**src/rtl/ex_stage_if.sv**
```systemverilog
// ID/EX operand bundle into the execute stage and the EX/MEM writeback
// bundle plus pipeline stall request coming back out.
interface ex_stage_if;
    logic [4:0]  reg_wr_addr_in;
    logic        reg_wr_en_in;
    logic [31:0] reg_rd_data1_in;
    logic [31:0] reg_rd_data2_in;
    logic [2:0]  alusel_in;
    logic [7:0]  aluop_in;
    logic [4:0]  reg_wr_addr_out;
    logic        reg_wr_en_out;
    logic [31:0] reg_wr_data_out;
    logic        stall_req;

    modport master (
        output reg_wr_addr_in, reg_wr_en_in,
        output reg_rd_data1_in, reg_rd_data2_in,
        output alusel_in, aluop_in,
        input  reg_wr_addr_out, reg_wr_en_out,
        input  reg_wr_data_out, stall_req
    );

    modport slave (
        input  reg_wr_addr_in, reg_wr_en_in,
        input  reg_rd_data1_in, reg_rd_data2_in,
        input  alusel_in, aluop_in,
        output reg_wr_addr_out, reg_wr_en_out,
        output reg_wr_data_out, stall_req
    );
endinterface

```
**src/rtl/ex_stage.sv**
```systemverilog
// Execute stage: ALU, HI/LO pair and an optional iterative divider.
// Define EX_DIV_EN to build the 32-step restoring divider FSM.
module ex_stage (
    input logic   clk,
    input logic   rst_n,
    ex_stage_if.slave ex
);
    localparam logic [2:0] SEL_LOGIC = 3'd1;
    localparam logic [2:0] SEL_SHIFT = 3'd2;
    localparam logic [2:0] SEL_ARITH = 3'd3;
    localparam logic [2:0] SEL_HILO  = 3'd4;

    localparam logic [7:0] OP_OR    = 8'h25;
    localparam logic [7:0] OP_AND   = 8'h24;
    localparam logic [7:0] OP_XOR   = 8'h26;
    localparam logic [7:0] OP_NOR   = 8'h27;
    localparam logic [7:0] OP_SLL   = 8'h7C;
    localparam logic [7:0] OP_SRL   = 8'h02;
    localparam logic [7:0] OP_SRA   = 8'h03;
    localparam logic [7:0] OP_ADDU  = 8'h21;
    localparam logic [7:0] OP_SUBU  = 8'h23;
    localparam logic [7:0] OP_SLT   = 8'h2A;
    localparam logic [7:0] OP_MULTU = 8'h19;
    localparam logic [7:0] OP_MFHI  = 8'h10;
    localparam logic [7:0] OP_MTHI  = 8'h11;
    localparam logic [7:0] OP_MFLO  = 8'h12;
    localparam logic [7:0] OP_MTLO  = 8'h13;

    logic [31:0] a;
    logic [31:0] b;
    logic [4:0]  sh;
    logic [2:0]  sel;
    logic [7:0]  op;
    logic [31:0] hi;
    logic [31:0] lo;
    logic [31:0] res;
    logic [63:0] prod;
    logic        is_multu;
    logic        is_mthi;
    logic        is_mtlo;
    logic        div_wr;
    logic        div_stall;
    logic [31:0] div_q;
    logic [31:0] div_r;

    assign a   = ex.reg_rd_data1_in;
    assign b   = ex.reg_rd_data2_in;
    assign sh  = a[4:0];
    assign sel = ex.alusel_in;
    assign op  = ex.aluop_in;

    assign ex.reg_wr_addr_out = ex.reg_wr_addr_in;
    assign ex.reg_wr_en_out   = ex.reg_wr_en_in;
    assign ex.reg_wr_data_out = res;
    assign ex.stall_req       = div_stall;

    assign is_multu = (sel == SEL_ARITH) && (op == OP_MULTU);
    assign is_mthi  = (sel == SEL_HILO) && (op == OP_MTHI);
    assign is_mtlo  = (sel == SEL_HILO) && (op == OP_MTLO);
    assign prod     = {32'd0, a} * {32'd0, b};

    always_comb begin
        res = '0;
        case (sel)
            SEL_LOGIC: begin
                case (op)
                    OP_OR:   res = a | b;
                    OP_AND:  res = a & b;
                    OP_XOR:  res = a ^ b;
                    OP_NOR:  res = ~(a | b);
                    default: res = '0;
                endcase
            end
            SEL_SHIFT: begin
                case (op)
                    OP_SLL:  res = b << sh;
                    OP_SRL:  res = b >> sh;
                    OP_SRA:  res = $signed(b) >>> sh;
                    default: res = '0;
                endcase
            end
            SEL_ARITH: begin
                case (op)
                    OP_ADDU: res = a + b;
                    OP_SUBU: res = a - b;
                    OP_SLT:  res = {31'd0, $signed(a) < $signed(b)};
                    default: res = '0;
                endcase
            end
            SEL_HILO: begin
                case (op)
                    OP_MFHI: res = hi;
                    OP_MFLO: res = lo;
                    default: res = '0;
                endcase
            end
            default: res = '0;
        endcase
    end

    // A finishing divide owns HI/LO; nothing else can be in EX then.
    always_ff @(posedge clk) begin
        if (!rst_n) begin
            hi <= '0;
            lo <= '0;
        end else if (div_wr) begin
            hi <= div_r;
            lo <= div_q;
        end else if (is_multu) begin
            hi <= prod[63:32];
            lo <= prod[31:0];
        end else begin
            if (is_mthi) hi <= a;
            if (is_mtlo) lo <= a;
        end
    end

`ifdef EX_DIV_EN
    localparam int         DIV_CYCLES = 32;
    localparam logic [5:0] LAST_STEP  = 6'(DIV_CYCLES - 1);
    localparam logic [7:0] OP_DIV     = 8'h1A;
    localparam logic [7:0] OP_DIVU    = 8'h1B;

    typedef enum logic [1:0] {
        IDLE,
        BUSY,
        DONE
    } div_state_t;

    div_state_t  state;
    div_state_t  state_nxt;
    logic        is_div;
    logic        sgn;
    logic        b_zero;
    logic [31:0] a_abs;
    logic [31:0] b_abs;
    logic [31:0] dvs;
    logic [31:0] quo;
    logic [31:0] rem;
    logic [5:0]  cnt;
    logic        neg_q;
    logic        neg_r;
    logic        dz;
    logic [32:0] rem_sh;
    logic        q_bit;
    logic [32:0] rem_sub;

    assign is_div = (sel == SEL_ARITH) &&
                    ((op == OP_DIV) || (op == OP_DIVU));
    assign sgn    = (op == OP_DIV);
    assign b_zero = (b == '0);
    assign a_abs  = (sgn && a[31]) ? -a : a;
    assign b_abs  = (sgn && b[31]) ? -b : b;

    // Remainder stays below the divisor, so 33 bits hold the shifted value.
    assign rem_sh  = {rem, quo[31]};
    assign q_bit   = rem_sh >= {1'b0, dvs};
    assign rem_sub = rem_sh - {1'b0, dvs};

    assign div_q = neg_q ? -quo : quo;
    assign div_r = neg_r ? -rem : rem;

    always_ff @(posedge clk) begin
        if (!rst_n) state <= IDLE;
        else        state <= state_nxt;
    end

    always_comb begin
        state_nxt = state;
        unique case (state)
            IDLE: if (is_div) state_nxt = b_zero ? DONE : BUSY;
            BUSY: if (cnt == LAST_STEP) state_nxt = DONE;
            DONE: state_nxt = IDLE;
            default: state_nxt = IDLE;
        endcase
    end

    always_comb begin
        div_stall = 1'b0;
        div_wr    = 1'b0;
        unique case (state)
            IDLE: div_stall = is_div;
            BUSY: div_stall = 1'b1;
            DONE: div_wr    = !dz;
            default: ;
        endcase
    end

    always_ff @(posedge clk) begin
        if (!rst_n) begin
            dvs   <= '0;
            quo   <= '0;
            rem   <= '0;
            cnt   <= '0;
            neg_q <= 1'b0;
            neg_r <= 1'b0;
            dz    <= 1'b0;
        end else begin
            unique case (state)
                IDLE: if (is_div) begin
                    dvs   <= b_abs;
                    quo   <= a_abs;
                    rem   <= '0;
                    cnt   <= '0;
                    neg_q <= sgn && (a[31] ^ b[31]);
                    neg_r <= sgn && a[31];
                    dz    <= b_zero;
                end
                BUSY: begin
                    rem <= q_bit ? rem_sub[31:0] : rem_sh[31:0];
                    quo <= {quo[30:0], q_bit};
                    cnt <= cnt + 6'd1;
                end
                default: ;
            endcase
        end
    end
`else
    assign div_stall = 1'b0;
    assign div_wr    = 1'b0;
    assign div_q     = '0;
    assign div_r     = '0;
`endif
endmodule

```
**src/flat_wrapper.sv**
```systemverilog
// flat-port wrapper written by rule: the top's interface ports become plain ports
module ex_stage_flat 
  (clk, rst_n, ex_reg_wr_addr_in, ex_reg_wr_en_in, ex_reg_rd_data1_in, ex_reg_rd_data2_in, ex_alusel_in, ex_aluop_in, ex_reg_wr_addr_out, ex_reg_wr_en_out, ex_reg_wr_data_out, ex_stall_req);
  ex_stage_if ex_i ();
  input logic clk;
  input logic rst_n;
  input wire logic [$bits(ex_i.reg_wr_addr_in)-1:0] ex_reg_wr_addr_in;
  input wire logic [$bits(ex_i.reg_wr_en_in)-1:0] ex_reg_wr_en_in;
  input wire logic [$bits(ex_i.reg_rd_data1_in)-1:0] ex_reg_rd_data1_in;
  input wire logic [$bits(ex_i.reg_rd_data2_in)-1:0] ex_reg_rd_data2_in;
  input wire logic [$bits(ex_i.alusel_in)-1:0] ex_alusel_in;
  input wire logic [$bits(ex_i.aluop_in)-1:0] ex_aluop_in;
  output wire logic [$bits(ex_i.reg_wr_addr_out)-1:0] ex_reg_wr_addr_out;
  output wire logic [$bits(ex_i.reg_wr_en_out)-1:0] ex_reg_wr_en_out;
  output wire logic [$bits(ex_i.reg_wr_data_out)-1:0] ex_reg_wr_data_out;
  output wire logic [$bits(ex_i.stall_req)-1:0] ex_stall_req;
  assign ex_i.reg_wr_addr_in = ex_reg_wr_addr_in;
  assign ex_i.reg_wr_en_in = ex_reg_wr_en_in;
  assign ex_i.reg_rd_data1_in = ex_reg_rd_data1_in;
  assign ex_i.reg_rd_data2_in = ex_reg_rd_data2_in;
  assign ex_i.alusel_in = ex_alusel_in;
  assign ex_i.aluop_in = ex_aluop_in;
  assign ex_reg_wr_addr_out = ex_i.reg_wr_addr_out;
  assign ex_reg_wr_en_out = ex_i.reg_wr_en_out;
  assign ex_reg_wr_data_out = ex_i.reg_wr_data_out;
  assign ex_stall_req = ex_i.stall_req;
  ex_stage u_core (.clk(clk), .rst_n(rst_n), .ex(ex_i));
endmodule
```
**config.mk**
```make
export PLATFORM = sky130hd
export DESIGN_NAME = ex_stage_flat
export DESIGN_NICKNAME = d
export VERILOG_FILES = /design/src/rtl/ex_stage_if.sv /design/src/rtl/ex_stage.sv /design/src/flat_wrapper.sv
export SDC_FILE = /design/constraint.sdc
export NUM_CORES = 2
export LEC_CHECK = 0
export ABC_AREA = 1
export BUFFER_PORTS_ARGS = -buffer_cell sky130_fd_sc_hd__buf_2
export CAP_MARGIN = 30
export CORE_ASPECT_RATIO = 0.6
export CORE_MARGIN = 5
export CORE_UTILIZATION = 50
export DETAILED_ROUTE_END_ITERATION = 8
export PLACE_DENSITY = 0.71
export SLEW_MARGIN = 20
export SYNTH_ARGS = -nofsm -noshare
export SYNTH_HDL_FRONTEND = slang
export SYNTH_SLANG_ARGS = --single-unit
```
**constraint.sdc**
```tcl
create_clock -name clk -period 6.9 [get_ports clk]
set_input_delay 0.345 -clock clk [delete_from_list [all_inputs] [get_ports clk]]
set_output_delay 0.345 -clock clk [all_outputs]
set_load 0.02 [all_outputs]
```
* Yosys cells after proc, flatten, opt, wreduce, memory -nomap -nowiden
Index checks and enable logic that the tools add are counted.
Storage, ports and cells: flip-flop bits (word level) 64, output and inout bits 39
Operators by class: add/subtract/negate cells 2, $mul 1, magnitude comparators 1, equal/unequal tests 19, shift operators 3, mux-type cells 9, bitwise gates (word level) 4, reduce and logical (&&, ||, !) cells 5
Operator list (count):
- 32-bit one-hot mux with 4 select lines | 2
- 32-bit one-hot mux with 3 select lines | 2
- 32-bit two-way mux | 4
- 32-bit by 32-bit multiplier with 64-bit output | 1
- 32-bit one-hot mux with 2 select lines | 1
- 8-bit by 6-bit == test with 1-bit output (second input constant) | 7
- 8-bit by 5-bit == test with 1-bit output (second input constant) | 5
- 32-bit adder | 1
- 32-bit bitwise AND | 1
- 32-bit < comparator | 1
- 32-bit NOT | 1
- 32-bit OR | 1
- 32-bit by 5-bit << shifter with 32-bit output | 1
- 32-bit by 5-bit right shift with 32-bit output | 1
- 32-bit by 5-bit >>> shifter with 32-bit output | 1
- 32-bit subtractor | 1
- 32-bit XOR | 1
- 8-bit by 2-bit == test with 1-bit output (second input constant) | 2
- 8-bit by 7-bit == test with 1-bit output (second input constant) | 1
- 3-bit by 2-bit == test with 1-bit output (second input constant) | 2
- 2-bit nonzero test | 2
- 3-bit by 1-bit == test with 1-bit output (second input constant) | 1
- 3-bit == test (second input constant) | 1
- 1-bit logical AND | 3

* Longest topological paths before layout
depth after elaboration 4, depth in mapped cells 36, depth with buffers taken out 32

* Worst setup path after synthesis
OpenSTA, ideal clock, no wires.
kind in2reg, start point input port ex_reg_rd_data1_in[2], end point register u_core.hi[16], setup time 132 ps, arrival time 6625 ps, required time 6768 ps, setup slack 143 ps, stages on the path 28, buffers on the path 4, cell sequence buf_2 -> clkbuf_1 -> clkbuf_1 -> buf_1 -> nand2_1 -> fa_1 -> fa_1 -> inv_1 -> fa_1 -> fa_1 -> fa_1 -> fa_1 -> fa_1 -> inv_1 -> fa_1 -> inv_1 -> ha_1 -> nand2_1 -> nor2_1 -> inv_1 -> nor2_1 -> inv_1 -> o21bai_1 -> nand2_1 -> nand3_1 -> nand2_1 -> nand3_1 -> a21oi_1
Between the ends: longest elaborated chain between the ends 2
RTL lines:
- start, declared | line flat_wrapper.sv:9 | input wire logic [$bits(ex_i.reg_rd_data1_in)-1:0] ex_reg_rd_data1_in;
- 32-bit by 32-bit multiplier with 64-bit output | line ex_stage.sv:60 | assign prod = {32'd0, a} * {32'd0, b};
- 32-bit two-way mux | line ex_stage.sv:109 | end else if (is_multu) begin
- end signal, assigned | line ex_stage.sv:107 | hi <= div_r;
- end signal, assigned | line ex_stage.sv:110 | hi <= prod[63:32];
- end, declared | line ex_stage.sv:34 | logic [31:0] hi;
No other way between the ends. A chain may end at the register's enable or synchronous reset.

* Worst setup path after layout
start point input port ex_reg_rd_data1_in[15], end point register u_core.hi[6]
The elaborated chain is that of the path after synthesis.

==> results list <==
- Along the worst path, the maximum fanout reaches 12.
- For this block, the via count after detailed routing is 50552.
* Top delay family on crit path: adder cells
- The total count of hold-check failures in the final report is 0.
* Detailed-routing iteration count for the pre-antenna-repair pass: 8
- Count of endpoints failing setup in the final report: 0
- The number of max-slew violations in the final report was 0.
* Post-synthesis sequential element count: 64
- Biggest area consumer among synthesized cells: sky130_fd_sc_hd__fa_1
* Depth of the worst register-to-register path: 4
* Clock transition at the registers of the reported paths: 0.06 ns
- The number of hold buffers added after CTS was 0.
- The detailed router finished its first iteration with 7081 violations.
* Via count of the first global-routing pass: 48949
* Upper clock frequency limit: 146.3 MHz
- Period Utilization, post-route: 99.07%
* Hold Crit Class: in2reg
- Worst setup slack after placement: -0.6001 ns
- Seq/Total Area, Yosys: 2.591%
- Gr ovfl total: 0
- Distinct cells, synth: 51
- Port Buffers: 108
- Summing every instance area after synthesis gives 49460 um2.
* Vias per inst: 5.518
- Arrival time of the worst setup path: 7.11 ns
- The routed design has 223.3 mm of wire.
* Async S/R FF share, synth: 0%
- Among all flip-flop cells after synthesis, the most frequent one is sky130_fd_sc_hd__dfxtp_1.
- TritonCTS built the clock tree.
* Core area: 98220 um2
- # rows: 89
- From left edge to right edge, the die measures 416.0 um.
* Wire length per cell after detailed routing: 24.37 um
* Number of clock sinks: 64
- Post-DP HPWL: 190.6 mm
* Num ports: 122
- R2R Setup Slk: 5.99 ns
* Reg-to-reg endpoint: u_core.lo[10]$_SDFFE_PN0P_
- By startpoint and endpoint, the worst setup path is classified as in2reg.
- Worst min-delay path startpoint: rst_n
- Total negative setup slack: 0 ns
- In this run, synthesis inferred 0 flip-flops with an integrated enable.
- Instance area after placement: 54490 um2
- The flow ran to the end, and the final reports show no timing, DRC or antenna violations.
* Routability congestion estimate: 1.082
- The worst hold path was traced through 3 stages.
- Slew of the pin with the lowest slew margin: 1.219 ns
- The worst setup path is launched from an input pin.
- Crit Reg-Reg Startpoint: u_core.lo[10]$_SDFFE_PN0P_
- Once the floorplan was initialized, standard cells occupied 50.36% of the core.
- For this run, design rule violations remaining after detail routing come to 0.
* Number of buffers created by CTS: 9
* Pin count of the biggest net entering global routing: 68
- Clk_lat worst skew: 0.34 ns
* Unrepaired setup endpoints after global routing: yes
* YS warnings: 0
- Required time worst endpoint: 7.17 ns
- In this run the remaining antenna-violating nets after routing total 0.
- Counting both buffers and inverters, the worst setup path holds a total of 10.
- Avg Cell Area, Syn: 6.523 um2
* Most area-consuming cells after synthesis: sky130_fd_sc_hd__fa_1 36%, sky130_fd_sc_hd__nand2_1 18%, sky130_fd_sc_hd__inv_1 16%
- By instance count, the cell type seen most on the critical path is sky130_fd_sc_hd__fa_1.
- Top-area cell type share of the netlist area: 36.35%
* Post-route standard cell area excluding fillers: 55060 um2
- Final core area utilization: 56.06%
- Ratio of cells with drive above 1 in the final layout: 9.403%
* Hold endpoint: u_core.lo[1]$_SDFFE_PN0P_
- First-pass GRT wire length: 326.5 mm
- Root Driver: sky130_fd_sc_hd__clkbuf_16
- Post-synthesis instance total: 7582
* Max Root-Sink Buffers: 2
- Synthesis produced a netlist with a net count of 8922.
* Critical path depth in cells: 29
- Max stage delay on crit path: 0.53 ns
- Max-slew headroom: 17.87%
- In this run the number of H-tree levels came out at 3.
- Final critical path time including I/O delays and setup: 6.836 ns
- Count of maximum capacitance violations: 0
* Die outline height: 253.6 um
- Nets: 9173
- Initial antenna violation count: 10
- Gr usage total: 41.77%
- Relative to the synthesized area, the layout overhead comes to 11.32%.
- Counting the fill cells in the layout gives 9763.
- The slowest stage of the critical path belongs to the cell sky130_fd_sc_hd__fa_1.
- STA classifies the critical path endpoint as a register.
- Setup ws final: 0.06399 ns
* Clock Skews: 0 ns
* Die Area: 105500 um2
[how the worst max path moves through the flow]
| stage | startpoint | end | slack (ns) |
|---|---|---|---|
| global route | ex_reg_rd_data1_in[15] | u_core.hi[6]$_SDFFE_PN0P_ | -0.12 |
| detailed placement | ex_reg_rd_data2_in[9] | u_core.hi[6]$_SDFFE_PN0P_ | -0.60 |
| CTS | ex_reg_rd_data1_in[15] | u_core.hi[6]$_SDFFE_PN0P_ | 0.03 |
| global placement | ex_reg_rd_data2_in[9] | u_core.hi[6]$_SDFFE_PN0P_ | -0.56 |
| floorplan | ex_reg_rd_data1_in[2] | u_core.hi[16]$_SDFFE_PN0P_ | 0.14 |
| finish | ex_reg_rd_data1_in[15] | u_core.hi[6]$_SDFFE_PN0P_ | 0.06 |
[tightest hold or removal path, delay by kind of cell]
kind	cells	cell delay (ns)
AND/OR/NAND/NOR	1	0.11
buffers and inverters	2	0.25
[layout make-up]
cell class / count / area (um2) / share of cell area [%]
timing repair buffer: 624 / 5129 / 9.315
sequential: 64 / 1281 / 2.327
tap: 1319 / 1650 / 2.997
multi-input combinational: 5048 / 38820 / 70.50
inverter: 2086 / 7839 / 14.24
antenna: 5 / 12.51 / 0.02272
clock buffer: 11 / 252.7 / 0.4590
clock inverter: 5 / 78.83 / 0.1432
[kinds of logic (layout without fill, tap and decap cells)]
group,count (synthesis),count (layout),share of synthesized area (%)
buffers and inverters,2470,2726,19.17
XOR/XNOR,15,15,0.2656
other,1,6,0.007582
AO/OA/AOI/OAI,627,627,6.846
flip-flops,64,64,2.591
multiplexers,1,1,0.02024
adder cells (fa/ha/maj),1257,1257,45.43
AND/OR/NAND/NOR,3147,3147,25.67
[synth_stat cells (15+ instances only)]
cell type / count
sky130_fd_sc_hd__inv_1: 2064
sky130_fd_sc_hd__a21oi_1: 264
sky130_fd_sc_hd__fa_1: 898
sky130_fd_sc_hd__buf_2: 64
sky130_fd_sc_hd__o211ai_1: 18
sky130_fd_sc_hd__nand2_1: 2349
sky130_fd_sc_hd__o21ai_1: 28
sky130_fd_sc_hd__nand3_1: 404
sky130_fd_sc_hd__a31oi_1: 21
sky130_fd_sc_hd__inv_2: 20
sky130_fd_sc_hd__dfxtp_1: 64
sky130_fd_sc_hd__nand4_1: 31
sky130_fd_sc_hd__buf_1: 20
sky130_fd_sc_hd__nor2_1: 273
sky130_fd_sc_hd__o21ai_0: 197
sky130_fd_sc_hd__nor3_1: 29
sky130_fd_sc_hd__clkbuf_1: 274
sky130_fd_sc_hd__o21bai_1: 15
sky130_fd_sc_hd__ha_1: 359
sky130_fd_sc_hd__o22ai_1: 63
[state kept, by name, summed over array words and instances, names as in the netlist]
register and flops:
u_core.hi 32, u_core.lo 32
[routing by layer]
| layer | global-route usage [%] | vias to the layer above | wire, um |
|---|---|---|---|
| met5 | 0 | - | 170 |
| met4 | 14.04 | 8 | 9714 |
| met3 | 13.69 | 390 | 32540 |
| met2 | 56.44 | 3374 | 85110 |
| met1 | 62.27 | 24307 | 95730 |
| li1 | - | 22473 | - |
[placed cells by master (no fill, tap or decap), drive strengths merged, types with 32 or more instances in the layout]
master,count
nand2,2358
inv,2084
fa,898
buf,605
nand3,409
ha,359
nor2,284
a21oi,264
o21ai,227
dfxtp,64
o22ai,63
nand4,32
[per-stage QoR]
step	cells	hold WS [ns]
after global placement	9131	0.4757
after floorplan	7582	0.4595
after global routing	9161	0.3929
final	9162	0.3997
after detailed placement	9137	0.4805
after CTS	9154	0.3846
[repair_timing]
action                                  CTS  global route
gates resized for setup                   4            66
buffers inserted                          1             1
endpoints found under the hold margin     0             0
pin swaps                                 1             0
endpoints found under the setup margin    8            44
Power is left out: the tool's default activity adds up to more than one toggle a clock period on the data nets, which glitch-free logic cannot reach.
